==> config.mk <==
export PLATFORM = sky130hd
export DESIGN_NAME = quad_encoder_gen
export DESIGN_NICKNAME = d
export VERILOG_FILES = /design/src/rtl/quad_encoder_gen.sv
export SDC_FILE = /design/constraint.sdc
export NUM_CORES = 1
export LEC_CHECK = 0
export ABC_AREA = 1
export CAP_MARGIN = 20
export CORE_MARGIN = 2
export CORE_UTILIZATION = 50
export DETAILED_ROUTE_END_ITERATION = 10
export HOLD_SLACK_MARGIN = 0.15
export PLACE_DENSITY = 0.76
export SKIP_LAST_GASP = 1
export SLEW_MARGIN = 15
export SYNTH_ARGS = -nofsm -noshare
export SYNTH_HDL_FRONTEND = slang
export SYNTH_SLANG_ARGS = --single-unit
==> constraint.sdc <==
create_clock -name clk -period 6.53 [get_ports clk]
set_clock_uncertainty 0.05 [all_clocks]
set_input_delay 0.653 -clock clk [delete_from_list [all_inputs] [get_ports clk]]
set_output_delay 0.653 -clock clk [all_outputs]
set_load 0.01 [all_outputs]
==> src/rtl/quad_encoder_gen.sv <==
// quad_encoder_gen: quadrature (F/B) pin pattern generator for encoder emulation.
// Accepts signed step commands through a valid/ready handshake, walks the
// two-phase Gray sequence one pin edge per step at a programmable period,
// and keeps a signed running position that software can overwrite.
//
// Ports:
//   clk, resetn          - system clock, asynchronous active-low reset
//   cmd_valid/cmd_ready  - command handshake (ready only while idle)
//   cmd_steps            - signed edge count (>0 forward, <0 reverse)
//   cmd_period           - clk cycles between edges (0 behaves as 1)
//   abort                - stop the current run without a done pulse
//   writeEncoder         - load position from setEncoderData
//   busy, done           - run in progress / one-cycle completion pulse
//   position             - signed running edge count (wraps)
//   pinEncoderF/B        - quadrature outputs, F leads B when moving forward
module quad_encoder_gen #(
    parameter int unsigned CNT_W = 32,
    parameter int unsigned DIV_W = 16
) (
    input  logic             clk,
    input  logic             resetn,
    input  logic             cmd_valid,
    output logic             cmd_ready,
    input  logic [CNT_W-1:0] cmd_steps,
    input  logic [DIV_W-1:0] cmd_period,
    input  logic             abort,
    input  logic             writeEncoder,
    input  logic [CNT_W-1:0] setEncoderData,
    output logic             busy,
    output logic             done,
    output logic [CNT_W-1:0] position,
    output logic             pinEncoderF,
    output logic             pinEncoderB
);

    typedef enum logic {
        S_IDLE = 1'b0,
        S_RUN  = 1'b1
    } state_t;

    state_t           r_state;
    logic             r_pin_f;
    logic             r_pin_b;
    logic [CNT_W-1:0] r_position;
    logic [CNT_W-1:0] r_remaining;
    logic [DIV_W-1:0] r_divider;
    logic [DIV_W-1:0] r_period;
    logic             r_dir;          // 1 = reverse
    logic             r_done;
    logic             r_busy;
    logic             r_cmd_ready;

    state_t           w_state_nxt;
    logic             w_pin_f_nxt;
    logic             w_pin_b_nxt;
    logic [CNT_W-1:0] w_position_nxt;
    logic [CNT_W-1:0] w_remaining_nxt;
    logic [DIV_W-1:0] w_divider_nxt;
    logic [DIV_W-1:0] w_period_nxt;
    logic             w_dir_nxt;
    logic             w_done_nxt;
    logic             w_step;
    logic [CNT_W-1:0] w_magnitude;
    logic [DIV_W-1:0] w_cmd_period;

    // Magnitude as unsigned so the most negative count maps to 2^(CNT_W-1)
    assign w_magnitude  = cmd_steps[CNT_W-1] ? CNT_W'(CNT_W'(0) - cmd_steps) : cmd_steps;
    assign w_cmd_period = (cmd_period == DIV_W'(0)) ? DIV_W'(1) : cmd_period;
    assign w_step       = (r_state == S_RUN) && (r_divider == DIV_W'(0));

    // Next-state and datapath
    always_comb begin
        w_state_nxt     = r_state;
        w_pin_f_nxt     = r_pin_f;
        w_pin_b_nxt     = r_pin_b;
        w_position_nxt  = r_position;
        w_remaining_nxt = r_remaining;
        w_divider_nxt   = r_divider;
        w_period_nxt    = r_period;
        w_dir_nxt       = r_dir;
        w_done_nxt      = 1'b0;

        case (r_state)
            S_IDLE: begin
                if (cmd_valid) begin
                    w_dir_nxt     = cmd_steps[CNT_W-1];
                    w_period_nxt  = w_cmd_period;
                    w_divider_nxt = DIV_W'(w_cmd_period - DIV_W'(1));
                    if (w_magnitude == CNT_W'(0)) begin
                        w_done_nxt = 1'b1;
                    end else begin
                        w_remaining_nxt = w_magnitude;
                        w_state_nxt     = S_RUN;
                    end
                end
            end
            S_RUN: begin
                if (w_step) begin
                    // Gray walk: forward 00->10->11->01, reverse the opposite way
                    if (r_dir) begin
                        w_pin_f_nxt    = r_pin_b;
                        w_pin_b_nxt    = ~r_pin_f;
                        w_position_nxt = CNT_W'(r_position - CNT_W'(1));
                    end else begin
                        w_pin_f_nxt    = ~r_pin_b;
                        w_pin_b_nxt    = r_pin_f;
                        w_position_nxt = CNT_W'(r_position + CNT_W'(1));
                    end
                    w_remaining_nxt = CNT_W'(r_remaining - CNT_W'(1));
                    w_divider_nxt   = DIV_W'(r_period - DIV_W'(1));
                    if (r_remaining == CNT_W'(1)) begin
                        w_state_nxt = S_IDLE;
                        w_done_nxt  = ~abort;
                    end
                end else begin
                    w_divider_nxt = DIV_W'(r_divider - DIV_W'(1));
                end
                if (abort) begin
                    w_state_nxt     = S_IDLE;
                    w_remaining_nxt = CNT_W'(0);
                    w_divider_nxt   = DIV_W'(0);
                end
            end
            default: w_state_nxt = S_IDLE;
        endcase

        // Software load overrides any same-cycle step increment
        if (writeEncoder) begin
            w_position_nxt = setEncoderData;
        end
    end

    // State and output registers
    always_ff @(posedge clk or negedge resetn) begin
        if (!resetn) begin
            r_state     <= S_IDLE;
            r_pin_f     <= 1'b0;
            r_pin_b     <= 1'b0;
            r_position  <= CNT_W'(0);
            r_remaining <= CNT_W'(0);
            r_divider   <= DIV_W'(0);
            r_period    <= DIV_W'(1);
            r_dir       <= 1'b0;
            r_done      <= 1'b0;
            r_busy      <= 1'b0;
            r_cmd_ready <= 1'b1;
        end else begin
            r_state     <= w_state_nxt;
            r_pin_f     <= w_pin_f_nxt;
            r_pin_b     <= w_pin_b_nxt;
            r_position  <= w_position_nxt;
            r_remaining <= w_remaining_nxt;
            r_divider   <= w_divider_nxt;
            r_period    <= w_period_nxt;
            r_dir       <= w_dir_nxt;
            r_done      <= w_done_nxt;
            r_busy      <= (w_state_nxt == S_RUN);
            r_cmd_ready <= (w_state_nxt == S_IDLE);
        end
    end

    assign cmd_ready   = r_cmd_ready;
    assign busy        = r_busy;
    assign done        = r_done;
    assign position    = r_position;
    assign pinEncoderF = r_pin_f;
    assign pinEncoderB = r_pin_b;

endmodule

==> results.py <==
metrics = {
    "status": {
        "status": "complete, no violations",
    },
    "power_and_ir_drop": {
        "p_comb_share_pct": 45.2,
        "p_int_w": 0.00146,
        "peakVddDrop_mv": 0.200,
        "p_leak_nw": 5.13,
        "power.density_nw_per_um2": 237,
        "pwr-share-clk_pct": 21.4,
        "power_switching_w": 0.00113,
        "sw_frac_of_total_pct": 43.5,
        "seqPwrFrac_pct": 33.4,
    },
    "cts": {
        "cts_resized": 0,
        "clkTransAtPathRegs_ns": 0.08,
        "clk_latency_ns": 0.36,
        "numCtsBuffers": 9,
        "clock-sinks": 102,
        "post_cts_buffers": 0,
        "ctsLongestPathBuffers": 2,
        "ctsHoldBuffers": 0,
        "h-tree-depth": 3,
        "cts_tree": "built",
        "cts.root.buffer_cell": "clkbuf_16",
    },
    "timing": {
        "worst_pin_slew_ns": 0.972,
        "hold_viol_final": 0,
        "setup_viol": 0,
        "grt_setup_unrepaired": "no",
        "min_period_ns": 3.63,
        "fin_crit_sh_pct": 55.6,
        "slew_headroom_pct": 35.2,
        "tns_ns": 0,
        "drv_slew": 0,
        "max_freq_mhz": 276,
    },
    "synthesis": {
        "yosysMostFrequentCell": "nand2_1",
        "async_flop_share_pct": 100,
        "synth_commonest_cells": "nand2_1, nor2_1, inv_1",
        "ys_ff_latch": 102,
        "synth_area_um2": 9290,
        "ys_warn_count": 0,
        "yosysUniqueCellTypes": 52,
        "yosys.area.top_type_share_pct": 26.9,
        "synthCells": 1467,
        "synth_enable_flop_cells": 0,
        "synthTopCellsByArea": "dfrtp_1, nand2_1, nor2_1",
        "synth_area_per_cell_um2": 6.33,
        "seq_area_frac_synth_pct": 27.5,
        "syn_nets": 1589,
        "synthFlopType": "dfrtp_1",
        "synth_top_area_cell": "dfrtp_1",
    },
    "drt": {
        "drt_pass1_iterations": 5,
        "num_vias": 9906,
        "drcViolationCount": 0,
        "via_per_inst": 5.49,
        "drt-total-wl_mm": 26.8,
        "wl_per_cell_um": 14.9,
        "ant_nets": 0,
        "drt-initial-drc-count": 841,
    },
    "cells_and_area": {
        "utilization_pct": 60.5,
        "area_growth_pct": 17.8,
        "nNetsFinal": 1691,
        "num-fill-cells": 1730,
        "final_layout_size_suffix_gt1_share_pct": 5.34,
        "antenna_cells": 0,
    },
    "die": {
        "fp.dieW_um": 140,
        "rows": 49,
        "io_pins": 122,
        "die_area_um2": 19700,
        "die_h_um": 140,
        "initial_core_util_pct": 51.3,
        "core_area_um2": 18100,
    },
    "flow_run": {
        "maxCapViolCount": 0,
    },
    "setup_path": {
        "worstSetupStartpointType": "flop",
        "timing.rr.start": "busy$_DFF_PN0_",
        "cp.required_ns": 6.73,
        "crit_start": "busy$_DFF_PN0_",
        "path_class": "flop to flop",
        "cp-end-kind": "flop",
        "arrival_ns": 3.83,
        "cp_max_fo": 35,
    },
    "global_route": {
        "grt_max_degree": 77,
        "grt_usage_pct": 27.5,
        "grt_pass1_wl_mm": 44.6,
        "grt_overflow": 0,
        "antenna_found_initial": 0,
        "grt_pass1_vias": 9006,
    },
    "placed_design": {
        "io_buffers": 121,
        "place_congestion": 0.951,
        "hpwlAfterDp_mm": 20.6,
    },
    "hold_path": {
        "hp-class": "input pin to asynchronous set/reset pin",
    },
}
power groups by stage:
stage | logic [W] | clock network, W | registers [W]
after floorplan | 0.000825 | 0 | 0.000856
after global placement | 0.00114 | 0 | 0.000871
after detailed placement | 0.00115 | 0 | 0.000872
after CTS | 0.00116 | 0.000568 | 0.000862
after global routing | 0.00132 | 0.000591 | 0.000882
final | 0.00117 | 0.000555 | 0.000866
layer usage:
| metal | vias to the layer above | routed length, µm | global-route usage [%] |
|---|---|---|---|
| met1 | 4507 | 12400 | 38.8 |
| met3 | 33 | 1930 | 4.89 |
| li1 | 5001 | - | - |
| met5 | - | 0 | 0 |
| met4 | 0 | 379 | 6.27 |
| met2 | 365 | 12100 | 44.2 |
area by class of cell:
cell class	instances	area, µm²	area share (%)
clock buffer	9	225	2.06
clock inverter	7	73.8	0.675
tap	229	287	2.62
timing repair buffer	129	1270	11.6
multi-input combinational	1172	5950	54.4
sequential	102	2550	23.4
inverter	155	582	5.32
metrics by stage:
step	hold slack, ns	std cells	setup slack, ns	area, µm²	power [W]
3_3_place_gp	0.409	1787	2.70	10600	0.00201
5_1_grt	0.176	1803	2.66	10900	0.00279
3_5_place_dp	0.415	1787	2.65	10600	0.00203
2_1_floorplan	0.307	1467	3.78	9290	0.00168
6_report	0.149	1803	2.90	10900	0.00259
4_1_cts	0.158	1803	2.99	10900	0.00259
final timing paths:
| kind | depth (start not counted) | to | slack [ns] |
|---|---|---|---|
| worst max-delay path | 13 | r_divider[6]$_DFFE_PN0P_ | 2.90 |
| worst min-delay path | 1 | position[4]$_DFFE_PN0P_ | 0.15 |
| worst max register to register | 13 | r_divider[6]$_DFFE_PN0P_ | 2.90 |
| worst min register to register | 2 | r_remaining[31]$_DFFE_PN0P_ | 0.43 |
| max in group asynchronous | 2 | r_divider[10]$_DFFE_PN0P_ | 4.98 |
| min in group clk | 2 | r_remaining[31]$_DFFE_PN0P_ | 0.43 |
logic make-up (layout without fill, tap and decap cells):
group,Yosys count,after routing,synth area share [%]
flip-flops,102,102,27.5
buffers and inverters,193,300,8.49
adder cells (fa/ha/maj),37,37,5.07
AND/OR/NAND/NOR,860,860,39.9
XOR/XNOR,47,47,4.43
multiplexers,1,1,0.121
AO/OA/AOI/OAI,227,227,14.4
registers in the layout, summed over array words and instances (netlist names):
name,cells
done,1
r_period,16
pinEncoderF,1
r_remaining,32
pinEncoderB,1
cmd_ready,1
position,32
r_divider,16
r_dir,1
busy,1
layout by cell type (no fill, tap or decap), drive strengths merged, types with 13 or more instances in the layout:
master         netlist  layout
a21oi               59      59
clkdlybuf4s50        0     120
dfrtp              100     100
ha                  36      36
inv                154     160
nand2              458     458
nand3              137     137
nand4               21      21
nor2               206     206
nor3                19      19
o211ai              23      23
o21ai               86      86
o21bai              17      17
o22ai               13      13
xnor2               19      19
xor2                28      28
critical path, cell delays in order, from the launching register on:
cell     delay [ns]
dfrtp_1        0.95
inv_2          0.50
nor2_1         0.19
nand3_1        0.12
inv_2          0.07
nand3_2        0.27
inv_2          0.29
a21oi_1        0.14
ha_1           0.23
nand3_1        0.17
nor2_1         0.10
or2_2          0.28
nand3_1        0.07
a21oi_1        0.06
(Power assumes the default switching activity.)
